File: config.mk
export PLATFORM = sky130hd
export DESIGN_NAME = ip_access_ctrl
export DESIGN_NICKNAME = d
export VERILOG_FILES = /design/src/rtl/ip_ctrl_pkg.sv /design/src/rtl/ip_timeout_cnt.sv /design/src/rtl/ip_access_ctrl.sv
export SDC_FILE = /design/constraint.sdc
export NUM_CORES = 1
export LEC_CHECK = 0
export ABC_AREA = 1
export BUFFER_PORTS_ARGS = -buffer_cell sky130_fd_sc_hd__buf_2
export CAP_MARGIN = 10
export CORE_MARGIN = 2
export CORE_UTILIZATION = 25
export CTS_BUF_LIST = sky130_fd_sc_hd__clkbuf_4 sky130_fd_sc_hd__clkbuf_8 sky130_fd_sc_hd__clkbuf_16
export CTS_CLUSTER_DIAMETER = 50
export CTS_CLUSTER_SIZE = 12
export DETAILED_ROUTE_END_ITERATION = 6
export GPL_TIMING_DRIVEN = 0
export PLACE_DENSITY = 0.5
export SLEW_MARGIN = 10
export SYNTH_ARGS = -nofsm -noshare
export SYNTH_HDL_FRONTEND = slang
export SYNTH_SLANG_ARGS = --single-unit
export TNS_END_PERCENT = 10
File: constraint.sdc
create_clock -name clk -period 1.5 [get_ports clk]
set_input_delay 0.15 -clock clk [delete_from_list [all_inputs] [get_ports clk]]
set_output_delay 0.15 -clock clk [all_outputs]
set_load 0.01 [all_outputs]
File: src/rtl/ip_ctrl_pkg.sv
// Shared constants for the IP access controller: opcodes, FSM encoding and
// error status bit positions.
package ip_ctrl_pkg;

  localparam logic [5:0] OP_LWIP = 6'b111111;
  localparam logic [5:0] OP_SWIP = 6'b111110;

  typedef enum logic [1:0] {
    ST_IDLE,
    ST_BUSY,
    ST_DONE,
    ST_ERR
  } state_t;

  localparam int unsigned ERR_SEL_BIT = 0;
  localparam int unsigned ERR_TO_BIT  = 1;

endpackage

File: src/rtl/ip_timeout_cnt.sv
// Cycle counter for the BUSY phase; expired is high on the last allowed
// cycle before a timeout is declared.
module ip_timeout_cnt #(
  parameter int unsigned TO_W    = 8,
  parameter int unsigned TIMEOUT = 200
) (
  input  logic clk,
  input  logic rst,
  input  logic clear,
  input  logic enable,
  output logic expired
);

  logic [TO_W-1:0] cnt;

  always_ff @(posedge clk) begin
    if (rst) begin
      cnt <= '0;
    end else if (clear) begin
      cnt <= '0;
    end else if (enable) begin
      cnt <= cnt + 1'b1;
    end
  end

  assign expired = (cnt == TO_W'(TIMEOUT - 1));

endmodule

File: src/rtl/ip_access_ctrl.sv
// Sequences LWIP/SWIP instructions onto one of NUM_IP peripherals through a
// level req / ack handshake, stalling the pipeline until ack or timeout.
module ip_access_ctrl
  import ip_ctrl_pkg::*;
#(
  parameter int unsigned NUM_IP  = 4,
  parameter int unsigned DW      = 32,
  parameter int unsigned TO_W    = 8,
  parameter int unsigned TIMEOUT = 200
) (
  input  logic                 clk,
  input  logic                 rst,
  input  logic                 issue_vld,
  input  logic [5:0]           opcode,
  input  logic [4:0]           ip_sel,
  input  logic [DW-1:0]        cpu_wdata,
  input  logic                 err_clr,
  output logic                 stall,
  output logic [NUM_IP-1:0]    ip_req,
  output logic                 ip_we,
  output logic [DW-1:0]        ip_wdata,
  input  logic [NUM_IP-1:0]    ip_ack,
  input  logic [NUM_IP*DW-1:0] ip_rdata,
  output logic [DW-1:0]        cpu_rdata,
  output logic                 rd_vld,
  output logic                 err_pulse,
  output logic [1:0]           err_sts
);

  localparam int unsigned SW = (NUM_IP > 1) ? $clog2(NUM_IP) : 1;
  localparam int unsigned RW = $clog2(NUM_IP * DW);

  state_t        state, state_nx;
  logic [SW-1:0] sel_q, sel_nx;
  logic          we_q, we_nx;
  logic          ip_op, bad_sel, ack_sel, expired;
  logic [1:0]    set_bits;
  logic [RW-1:0] rbase;

  assign ip_op   = issue_vld & ((opcode == OP_LWIP) | (opcode == OP_SWIP));
  assign bad_sel = (32'(ip_sel) >= NUM_IP);
  assign ack_sel = ip_ack[sel_q];
  assign rbase   = RW'(sel_q) * RW'(DW);

  ip_timeout_cnt #(
    .TO_W    (TO_W),
    .TIMEOUT (TIMEOUT)
  ) u_timeout (
    .clk     (clk),
    .rst     (rst),
    .clear   (state != ST_BUSY),
    .enable  (state == ST_BUSY),
    .expired (expired)
  );

  always_comb begin
    state_nx  = state;
    sel_nx    = sel_q;
    we_nx     = we_q;
    stall     = 1'b0;
    rd_vld    = 1'b0;
    err_pulse = 1'b0;
    set_bits  = '0;
    case (state)
      ST_IDLE: begin
        if (ip_op) begin
          stall = 1'b1;
          if (bad_sel) begin
            state_nx              = ST_ERR;
            set_bits[ERR_SEL_BIT] = 1'b1;
          end else begin
            state_nx = ST_BUSY;
            sel_nx   = ip_sel[SW-1:0];
            we_nx    = (opcode == OP_SWIP);
          end
        end
      end
      ST_BUSY: begin
        stall = 1'b1;
        if (ack_sel) begin
          state_nx = ST_DONE;
        end else if (expired) begin
          state_nx             = ST_ERR;
          set_bits[ERR_TO_BIT] = 1'b1;
        end
      end
      ST_DONE: begin
        rd_vld   = ~we_q;
        state_nx = ST_IDLE;
      end
      ST_ERR: begin
        err_pulse = 1'b1;
        state_nx  = ST_IDLE;
      end
      default: state_nx = ST_IDLE;
    endcase
  end

  // Request strobes are decoded from next-state so they are registered yet
  // line up exactly with the BUSY cycles.
  always_ff @(posedge clk) begin
    if (rst) begin
      state     <= ST_IDLE;
      sel_q     <= '0;
      we_q      <= 1'b0;
      ip_req    <= '0;
      ip_we     <= 1'b0;
      ip_wdata  <= '0;
      cpu_rdata <= '0;
      err_sts   <= '0;
    end else begin
      state  <= state_nx;
      sel_q  <= sel_nx;
      we_q   <= we_nx;
      ip_req <= (state_nx == ST_BUSY) ? (NUM_IP'(1) << sel_nx) : '0;
      ip_we  <= (state_nx == ST_BUSY) & we_nx;
      if (state == ST_IDLE && state_nx == ST_BUSY) begin
        ip_wdata <= cpu_wdata;
      end
      if (state == ST_BUSY && ack_sel && !we_q) begin
        cpu_rdata <= ip_rdata[rbase +: DW];
      end
      err_sts <= (err_clr ? 2'b00 : err_sts) | set_bits;
    end
  end

endmodule

==> results by group, run 1 <==
Run status
  • Status: completed

Placed design
  • Routability Congestion: ~0.81
  • Place WS: -0.2738 ns
  • Hpwl dp: approximately 12,000 um
  • PortBufs: 251

Logic synthesis
  • Yosys top cell area share: a little over two fifths
  • Mapped Area: 0.004040 mm^2
  • Cell count after synthesis: about 600
  • Asr flop ratio synth: 0%
  • Synth warn: 0
  • Synthesized flop and latch total: 84
  • Commonest cells in the synthesized netlist: nor2_1, o21ai_0, dfxtp_1, inv_1, a21oi_1
  • Distinct cell type count after synthesis: 30
  • Avg Cell Area, Syn: 6.836 um^2
  • Most used DFF post-synth: dfxtp_1
  • Post-synth EDFFs: 0
  • Synth top area cells: dfxtp_1, o21ai_0, nor2_1
  • Count leader, synth: nor2_1
  • Area leader, netlist: dfxtp_1
  • Syn Nets: 771
  • Register area share after synthesis: around two fifths

Route
  • Remaining DRCs: 0
  • Via density: ~4.5
  • Detail Route Antenna Nets: 0
  • Final wirelength: roughly 16,000 um
  • DR pass1 iterations: 4
  • Total vias in the final route: between 4,000 and 5,000
  • WL/cell: ~15 um
  • Starting DRT DRC Count: between 200 and 250

Layout
  • Filler Cells Inserted: around 1,800
  • Antenna diodes: 0
  • Register area: 0.001689 mm^2
  • Layout cells sized above 1: 39.10%
  • Area Overhead vs Synth: 51.66%
  • Multi-input logic area: between 0.002 and 0.0025 mm^2
  • Final-stage net count: slightly above 1,000
  • Final Util: between 30% and 40%

Pwr
  • Internal power: between 3 and 4 mW
  • Clock share of power: 45.7%
  • Worst vdd ir: approximately 0.00045 V
  • Gate power share: a little under a tenth
  • P_sw: 1.099 mW
  • Net Sw Frac: about 22%
  • PD cells: between 800 and 900 mW/mm^2
  • Reg power frac: between 40% and 50%
  • Lkg Pwr: ~2.9 nW

Setup path
  • CP cell instances: nor2_2, nand3_2, buf_2, buf_2, a21oi_1
  • Maximum fanout along the worst path: 10
  • Crit path DAT: between 1.5 and 2 ns
  • Slowest stage cell, crit path: dfxtp_1
  • Startpoint types: register
  • Cell mode on critical path: buf_2
  • CP peak stage delay: about 0.37 ns
  • CP Class: reg -> reg
  • Crit end category: register
  • WP data required: approximately 1.8 ns

Floorplan
  • Die H: about 130 um
  • Core Area: between 0.015 and 0.02 mm^2
  • Starting Density: approximately a quarter
  • Site Rows: 46
  • Ports: 253
  • Die Wd: about 130 um
  • Die ar.: approximately 0.017 mm^2

CTS
  • Root buffer cell: clkbuf_16
  • CTS tree: done
  • Num CTS Buffers: 9
  • Later-pin clock latency in the skew report: between 0.3 and 0.4 ns
  • Clock sink count: 84
  • Htree depth: 3
  • Post-CTS Hold Buffers: 0
  • Clock buffer depth: 2
  • CTS clk-pin slew, worst paths: about 0.06 ns

Global routing
  • Vias in the first global route: approximately 4,700
  • First-pass GRT wire length: about 25,000 um
  • Initial antenna violation count: 0
  • Gr ovfl total: 0
  • Largest net degree at the start of global routing: 14
  • Total track usage: between 10% and 20%

Timing
  • Fin. Hold Viols: 0
  • Period utilization: 98.62%
  • Slew Limit Fails: 0
  • Period minus WS final: approximately 1.5 ns
  • Slew @ Worst Pin: about 0.65 ns
  • Setup violations, final: 0
  • Clock Skew: 0.005312 ns
  • RSZ-0062 raised after global routing: true
  • F_max: 676.0 MHz
  • Slew HR: approximately 56%
  • Fin worst setup slack: 0.02063 ns

Flow run
  • Max cap viols: 0

Hold path
  • Hold crit path type: in -> reg
[critical path, delay by kind of cell (launching register included)]
family | cells | cell delay [ns]
AO/OA/AOI/OAI | 1 | 0.17
buffers and inverters | 2 | 0.45
flip-flops | 1 | 0.37
AND/OR/NAND/NOR | 2 | 0.41
[power by group through the flow]
stage | combinational (mW) | sequential (mW) | clock, mW
after global routing | 0.509 | 2.24 | 2.46
after floorplan | 0.141 | 2.30 | 0
after detailed placement | 0.432 | 2.30 | 0
after global placement | 0.433 | 2.30 | 0
final | 0.455 | 2.24 | 2.27
after CTS | 0.437 | 2.24 | 2.37
[cells by family (layout without fill, tap and decap cells)]
group | count (synthesis) | in the layout | synth area share [%]
and+or+nand+nor | 207 | 207 | 21.21
DFF | 84 | 84 | 41.62
AOI/OAI and AO/OA | 204 | 204 | 26.32
adders and majority gates | 1 | 1 | 0.3096
xor gates and xnor gates | 1 | 1 | 0.2168
buffers and inverters | 94 | 365 | 10.31
[routing by layer]
| metal | part of all wire, % | global-route usage (%) |
|---|---|---|
| met5 | 0 | 0 |
| met2 | 48 | 31.99 |
| met1 | 45 | 21.89 |
| met3 | 5.5 | 4.707 |
| met4 | 1.7 | 4.710 |
[layout make-up]
class	count	area share (%)
multi-input combinational	413	33.14
sequential	84	27.57
timing repair buffer	256	21.97
tap	216	4.411
buffer	40	4.350
clock buffer	12	4.248
inverter	54	3.553
clock inverter	3	0.7556
[registers in the layout, indices dropped and copies added (netlist names)]
signal and flops:
sel_q 2, ip_req 4, ip_we 1, ip_wdata 32, cpu_rdata 32, err_sts 2
u_timeout.cnt 8, state 2, we_q 1
[path summary, 6_finish.rpt]
check	depth (start not counted)	slack [ns]	start	to
setup / recovery	5	0.02	state[0]	ip_wdata[27]
hold / removal	4	0.08	err_clr	err_sts[0]
setup reg to reg	5	0.02	state[0]	ip_wdata[27]
hold reg to reg	2	0.44	ip_wdata[26]	ip_wdata[26]
[stage by stage]
| step | instance area (um^2) | power [mW] | setup TNS [ns] | instances | hold slack (ns) |
|---|---|---|---|---|---|
| floorplan | 4040 | 2.443 | 0 | 591 | 0.3251 |
| global placement | 5567 | 2.730 | -5.600 | 1058 | 0.4283 |
| detailed placement | 5567 | 2.729 | -6.180 | 1058 | 0.4275 |
| CTS | 5911 | 5.052 | -0.01586 | 1073 | 0.06157 |
| global route | 6127 | 5.209 | -2.427 | 1078 | 0.07751 |
| finish | 6127 | 4.974 | 0 | 1078 | 0.08174 |
[timing repair]
| action | in CTS | in global routing |
|---|---|---|
| pin swaps | 0 | 1 |
| gates resized for setup | 23 | 60 |
| buffers inserted | 0 | 2 |
| setup endpoints to repair | 67 | 68 |
| gates cloned | 0 | 3 |
[placed cells by master, fill, tap and decap left out, drive strengths merged]
cell type / synthesis / final
buf: 19 / 274
nor2: 150 / 150
o21ai: 132 / 132
dfxtp: 84 / 84
inv: 53 / 52
a21oi: 39 / 39
clkbuf: 21 / 34
o22ai: 32 / 32
nand2: 32 / 32
nand3: 13 / 13
nor3: 7 / 7
nand4: 3 / 3
clkinv: 1 / 3
a211oi: 1 / 1
nor3b: 1 / 1
xnor2: 1 / 1
nand3b: 1 / 1
ha: 1 / 1
clkinvlp: 0 / 1
bufinv: 0 / 1
No activity file was read; power rests on OpenSTA's default activity.
==> inputs of run 2 (changes only) <==
Settings changed: ABC_AREA 1 to 0, SLEW_MARGIN 10 to 0.
Clock period 1.5 ns to 1.8 ns, I/O delays scaled along.
==> run 2 against run 1 <==
  * Non-clock buffer count fell by 4
  * Clock skew rose by 0.0045 ns
  * Critical path depth rose by 1
  * Sequential share of layout area rose by 1.5 points
  * Design area fell by 5.1%
  * Count of clock-buffer cells in the layout fell by 1
  * Critical path type unchanged
  * Largest cell class unchanged
==> results by group, run 2 <==
Run status
  • Status: completed

Hold path
  • Worst Hold Path Cells: 3 (-1)
  • Hold crit path type: in -> reg

Pwr
  • Internal power: 3.048 mW (-21%)
  • Reg power frac: 47.8% (+2.7 points)
  • Clock share of power: 43.5% (-2.2 points)
  • Worst vdd ir: 0.0003866 V (-15%)
  • Net Sw Frac: 21.87% (-0.21 points)
  • Gate power share: 8.7% (-0.5 points)
  • P_sw: 853.3 uW (-22%)
  • Lkg Pwr: 2.528 nW (-12%)
  • PD cells: 671.3 mW/mm^2 (-17%)
  • Final Total Pwr: 3.901 mW (-22%)

Timing
  • Fin. Hold Viols: 0 (unchanged)
  • WHS: 0.07582 ns (-0.005924 ns)
  • F_max: 579.2 MHz (-14%)
  • Slew HR: 52.94% (-3.6 points)
  • Fin worst setup slack: 0.07359 ns (+0.05296 ns)
  • Slew @ Worst Pin: 0.7059 ns (+0.05332 ns)
  • Period utilization: 95.91% (-2.7 points)
  • Period minus WS final: 1.726 ns (+0.2470 ns)
  • Setup TNS: 0 ns (unchanged)
  • RSZ-0062 raised after global routing: true
  • Setup violations, final: 0 (unchanged)
  • Slew Limit Fails: 0 (unchanged)
  • Clock Skew: 0.009836 ns (+0.004524 ns)

Route
  • Total vias in the final route: 4,122 (-15%)
  • Final wirelength: 13,440 um (-16%)
  • Via density: 4.647 (+2.8%)
  • Starting DRT DRC Count: 152 (-29%)
  • Detail Route Antenna Nets: 0 (unchanged)
  • DR pass1 iterations: 6 (+2)
  • WL/cell: 15.15 um (+2.6%)
  • Remaining DRCs: 0 (unchanged)

CTS
  • Clock buffer depth: 2 (unchanged)
  • Num CTS Buffers: 9 (unchanged)
  • Root buffer cell: clkbuf_16
  • CTS tree: done
  • Clock sink count: 84 (unchanged)
  • Later-pin clock latency in the skew report: 0.34 ns (about the same)
  • CTS clk-pin slew, worst paths: 0.06 ns (about the same)
  • Htree depth: 3 (unchanged)

Setup path
  • Crit path DAT: 1.93 ns (+0.19 ns)
  • Worst setup path startpoint: sel_q[0]
  • Maximum fanout along the worst path: 10 (unchanged)
  • Cell mode on critical path: buf_4
  • CP endpoint: cpu_rdata[16]
  • R2R cell count: 6 (+1)
  • CP Class: reg -> reg
  • Slowest stage cell, crit path: mux4_2
  • WP data required: 2.00 ns (+0.24 ns)
  • Startpoint types: register
  • FF-to-FF Start: sel_q[0]
  • Crit Reg-Reg Endpoint: cpu_rdata[16]
  • Worst R2R Setup Slack: 0.07 ns (+0.05 ns)
  • CP peak stage delay: 0.56 ns (+0.19 ns)
  • Crit end category: register
  • CP cell instances: mux4_2, nor3b_4, buf_4, buf_4, nand2_1, a21oi_1

Floorplan
  • Die ar.: 0.01659 mm^2 (-3.5%)
  • Ports: 253 (unchanged)
  • Die Wd: 128.8 um (-1.8%)
  • Starting Density: 25.61% (+0.087 points)
  • Die H: 128.8 um (-1.8%)
  • Site Rows: 45 (-2.2%)
  • Core Area: 0.01520 mm^2 (-4.0%)

Global routing
  • Largest net degree at the start of global routing: 14 (unchanged)
  • First-pass GRT wire length: 20,360 um (-18%)
  • Vias in the first global route: 4,089 (-14%)
  • Gr ovfl total: 0 (unchanged)
  • Initial antenna violation count: 2 (+2)
  • Total track usage: 15.92% (-2.2 points)

Flow run
  • Max cap viols: 0 (unchanged)

Layout
  • Register area: 0.001688 mm^2 (about the same)
  • Most frequent cells in the layout: buf_2, nand2_1, dfxtp_1, a21oi_1, mux4_2
  • Multi-input logic area: 0.002087 mm^2 (+2.8%)
  • Filler Cells Inserted: 1,613 (-8.6%)
  • Largest regs: cpu_rdata (32), ip_wdata (32), u_timeout.cnt (8)
  • Layout cells sized above 1: 48.85% (+9.8 points)
  • Area Overhead vs Synth: 49.26%
  • Most common cell after layout, fill and taps aside: buf_2
  • Final-stage net count: 874 (-16%)

Logic synthesis
  • Synthesized flop and latch total: 84 (unchanged)
  • Avg Cell Area, Syn: 9.205 um^2 (+35%)
  • Syn Nets: 603 (-22%)
  • Area leader, netlist: dfxtp_1
  • Asr flop ratio synth: 0% (unchanged)
  • Distinct cell type count after synthesis: 41 (+37%)
  • Most used DFF post-synth: dfxtp_1
  • Count leader, synth: nand2_1
  • Synth warn: 0 (unchanged)
  • Yosys top cell area share: 43.19% (+1.6 points)
  • Post-synth EDFFs: 0 (unchanged)
  • Cell count after synthesis: 423 (-28%)
  • Mapped Area: 0.003894 mm^2 (-3.6%)
  • Commonest cells in the synthesized netlist: nand2_1, dfxtp_1, a21oi_1, mux4_2, clkbuf_1
  • Synth top area cells: dfxtp_1, mux4_2, nand2_1
  • Register area share after synthesis: 43.19% (+1.6 points)

Placed design
  • Routability Congestion: 0.7814 (-3.7%)
  • Hpwl dp: 10,670 um (-13%)
  • PortBufs: 251 (unchanged)
  • Place WS: -0.3948 ns (-0.1210 ns)
run 2: cell count changes after synthesis, sizes merged, moves of 5 or more:
cell,change
nor3,-6
mux4,+33
nand3,-7
o22ai,-32
nand2b,+5
a21oi,+32
inv,-52
nor2,-136
xor2,+5
o21ai,-132
nand2,+104
buf,-10
run 2: layer usage:
layer	share of wire [%]	GRT usage (%)	wire, um	vias to the layer above
li1	-	-	-	2022
met1	40	17.92	5389	1931
met2	51	29.13	6826	158
met3	8.0	4.906	1076	11
met4	1.1	4.220	146	0
met5	0	0	0	-
run 2: cells by family after synthesis:
family	Yosys count	synth area share, %
XOR/XNOR	6	1.350
adder cells (fa/ha/maj)	1	0.3213
multiplexers	35	19.63
flip-flops	84	43.19
AND/OR/NAND/NOR	184	20.95
buffers and inverters	33	3.663
AO/OA/AOI/OAI	80	10.89
run 2: final cells by class:
cell class / count / share of cell area, %
multi-input cells: 306 / 35.91
clock buffers: 11 / 4.241
inverters: 1 / 0.06459
well taps: 188 / 4.047
flip-flops and latches: 84 / 29.04
repair buffers: 260 / 22.78
clock inverters: 4 / 0.4521
plain buffers: 32 / 3.423
diodes: 1 / 0.04306
run 2: worst min path at each step:
stage / start / endpoint
floorplan: cpu_wdata[0] / ip_wdata[0]
global placement: cpu_wdata[24] / ip_wdata[24]
detailed placement: cpu_wdata[30] / ip_wdata[30]
CTS: cpu_wdata[16] / ip_wdata[16]
global route: cpu_wdata[31] / ip_wdata[31]
finish: cpu_wdata[30] / ip_wdata[30]
run 2: critical path, delay by kind of cell, from the launching register on:
| family | cells | cell delay, ns |
|---|---|---|
| compound gates | 1 | 0.05 |
| buf+inv | 2 | 0.35 |
| flops | 1 | 0.37 |
| mux | 1 | 0.56 |
| simple gates | 2 | 0.25 |
run 2: repair_timing:
item | in CTS | in global routing
endpoints found under the setup margin | 67 | 72
buffers inserted | 1 | 8
hold buffers | 0 | 0
resized for setup | 23 | 26
pin swaps | 0 | 2
run 2: metrics by stage:
| step | area, um^2 | std cells | utilization [%] |
|---|---|---|---|
| final | 5812 | 887 | 38.23 |
| after global placement | 5385 | 862 | 35.42 |
| after detailed placement | 5385 | 862 | 35.42 |
| after floorplan | 3894 | 423 | - |
| after CTS | 5714 | 878 | 37.59 |
| after global routing | 5812 | 887 | 38.23 |
run 2: power by group through the flow:
| stage | combinational, mW | clock, mW | sequential [mW] |
|---|---|---|---|
| floorplan | 0.107 | 0 | 1.91 |
| global placement | 0.327 | 0 | 1.91 |
| detailed placement | 0.334 | 0 | 1.91 |
| CTS | 0.339 | 1.78 | 1.87 |
| global route | 0.371 | 1.85 | 1.87 |
| finish | 0.338 | 1.70 | 1.87 |
==> inputs of run 3 (changes only) <==
Settings changed: CORE_ASPECT_RATIO from default to 1.5, RECOVER_POWER from default to 100.
==> run 3 against run 2 <==
  * Combinational power about the same
  * Routed wire length up 3.1%
  * Maximum frequency shrank 0.41%
  * Total power increased by 9.3%
  * Utilization down 0.35 points
  * Global-route usage increased by 0.24 points
  * Via count is 0.19% lower
  * Critical path depth fell by 1
  * Largest power group is now clock
  * Hold slack better by 0.0059 ns
  * Register-to-register slack barely moved
  * Sequential share of layout area grew 0.34 points
  * Die area increased by 0.12%
==> results by group, run 3 (synthesis gave the netlist of run 2 again) <==
Route
  • DR pass1 iterations: 5 (-1)
  • Final wirelength: 13,860 um (+3.1%)
  • Via density: 4.602 (-0.98%)
  • Total vias in the final route: 4,114 (-0.19%)
  • Detail Route Antenna Nets: 0 (unchanged)
  • Starting DRT DRC Count: 195 (+28%)
  • Remaining DRCs: 0 (unchanged)
  • WL/cell: 15.50 um (+2.3%)

Timing
  • Slew HR: 55.05% (+2.1 points)
  • Setup TNS: 0 ns (unchanged)
  • Setup violations, final: 0 (unchanged)
  • Clock Skew: 0.005345 ns (-0.004491 ns)
  • F_max: 576.8 MHz (-0.41%)
  • Period minus WS final: 1.734 ns (+0.007167 ns)
  • Fin. Hold Viols: 0 (unchanged)
  • RSZ-0062 raised after global routing: true
  • WHS: 0.08173 ns (+0.005909 ns)
  • Slew @ Worst Pin: 0.6742 ns (-0.03168 ns)
  • Period utilization: 96.31% (+0.40 points)
  • Slew Limit Fails: 0 (unchanged)

Layout
  • Most frequent cells in the layout: buf_2, nand2_1, clkbuf_1, dfxtp_1, a21oi_1
  • Layout cells sized above 1: 38.04% (-11 points)
  • Most common cell after layout, fill and taps aside: buf_2
  • Filler Cells Inserted: 1,636 (+1.4%)
  • Register area: 0.001685 mm^2 (-0.15%)
  • Area Overhead vs Synth: 47.30%
  • Fin cells: 894 (+0.79%)
  • Largest regs: cpu_rdata (32), ip_wdata (32), u_timeout.cnt (8)
  • Final-stage net count: 869 (-0.57%)
  • Final Util: 37.88% (-0.35 points)
  • Multi-input logic area: 0.002082 mm^2 (-0.24%)

Setup path
  • Startpoint types: register
  • CP cell instances: mux4_2, nor3b_4, clkbuf_4, nand2_1, a21oi_1
  • CP Class: reg -> reg
  • Crit end category: register
  • CP peak stage delay: 0.59 ns (+0.03 ns)
  • Maximum fanout along the worst path: 10 (unchanged)
  • Crit path DAT: 1.93 ns (about the same)
  • WP data required: 2.00 ns (about the same)
  • Slowest stage cell, crit path: mux4_2

Pwr
  • P_sw: 902.5 uW (+5.8%)
  • Worst vdd ir: 0.0004713 V (+22%)
  • Internal power: 3.362 mW (+10%)
  • Gate power share: 7.9% (-0.8 points)
  • Lkg Pwr: 2.205 nW (-13%)
  • Clock share of power: 48.3% (+4.8 points)
  • Net Sw Frac: 21.16% (-0.71 points)
  • PD cells: 743.6 mW/mm^2 (+11%)
  • Reg power frac: 43.8% (-4.0 points)

CTS
  • Num CTS Buffers: 9 (unchanged)
  • Root buffer cell: clkbuf_16
  • Post-CTS Hold Buffers: 0 (unchanged)
  • Clock buffer depth: 2 (unchanged)
  • Clock sink count: 84 (unchanged)
  • Later-pin clock latency in the skew report: 0.34 ns (about the same)
  • CTS tree: done
  • CTS clk-pin slew, worst paths: 0.06 ns (about the same)
  • Htree depth: 3 (unchanged)

Floorplan
  • Die ar.: 0.01661 mm^2 (+0.12%)
  • Die H: 156.8 um (+22%)
  • Starting Density: 25.72% (+0.11 points)
  • Site Rows: 55 (+22%)
  • Core Area: 0.01514 mm^2 (-0.41%)
  • Ports: 253 (unchanged)
  • Die Wd: 105.9 um (-18%)

Global routing
  • Largest net degree at the start of global routing: 15 (+1)
  • Vias in the first global route: 4,003 (-2.1%)
  • First-pass GRT wire length: 20,660 um (+1.5%)
  • Gr ovfl total: 0 (unchanged)
  • Initial antenna violation count: 1 (-1)
  • Total track usage: 16.16% (+0.24 points)

Placed design
  • Hpwl dp: 11,220 um (+5.1%)
  • PortBufs: 251 (unchanged)
  • Routability Congestion: 0.7819 (about the same)
  • Placed insts: 873 (+1.3%)

Flow run
  • Max cap viols: 0 (unchanged)

Hold path
  • Hold crit path type: in -> reg

Run status
  • Status: completed
## run 3: changes by cell type in the layout (fill, tap and decap cells not counted), sizes merged
cell and change:
clkinv -2, clkbuf +75, clkinvlp +1, bufinv +2, buf -80
## run 3: repair_timing
| item | CTS | global route |
|---|---|---|
| gates resized for setup | 21 | 17 |
| endpoints found under the setup margin | 66 | 69 |
| buffers inserted | 4 | 0 |
| pin swaps | 1 | 0 |
## run 3: power groups by stage
stage | Sequential (mW) | Combinational, mW | Clock [mW]
2_1_floorplan | 1.91 | 0.107 | 0
3_3_place_gp | 1.91 | 0.328 | 0
3_5_place_dp | 1.91 | 0.336 | 0
4_1_cts | 1.87 | 0.341 | 2.14
5_1_grt | 1.87 | 0.366 | 2.22
6_report | 1.87 | 0.336 | 2.06
## run 3: metal layers
layer / track usage [%] / up-vias / routed length, um
met2: 30.14 / 199 / 7252
met4: 6.140 / 0 / 257
met1: 16.68 / 1889 / 5106
li1: - / 2007 / -
met5: 0 / - / 0
met3: 5.206 / 19 / 1244
## run 3: path summary, 6_finish.rpt
kind                                        from                to  slack (ns)  cells past startpoint
worst min-delay path               cpu_wdata[30]      ip_wdata[30]        0.08                      3
worst min register to register  u_timeout.cnt[0]  u_timeout.cnt[0]        0.44                      1
worst max-delay path                    sel_q[0]     cpu_rdata[14]        0.07                      5
worst max register to register          sel_q[0]     cpu_rdata[14]        0.07                      5
## run 3: metrics by stage
step	instance area [um^2]	total power, mW	setup WS [ns]
floorplan	3894	2.018	0.1398
global placement	5399	2.237	-0.3171
detailed placement	5399	2.245	-0.3234
CTS	5808	4.348	-0.01173
global route	5736	4.448	-0.004660
finish	5736	4.265	0.06643
## run 3: layout make-up
class	count	share of cell area, %
Antenna cell	1	0.04363
Inverter	1	0.06545
Sequential cell	84	29.38
Tap cell	199	4.341
Clock buffer	11	4.407
Multi-Input combinational cell	306	36.30
Buffer	32	3.120
Timing Repair Buffer	255	20.88
Clock inverter	5	1.462
## run 3: critical path, delay by kind of cell, from the launching register on
family	cells	cell delay (ns)
DFF	1	0.38
AOI/OAI and AO/OA	1	0.07
buffers and inverters	1	0.22
and+or+nand+nor	2	0.33
muxes	1	0.59
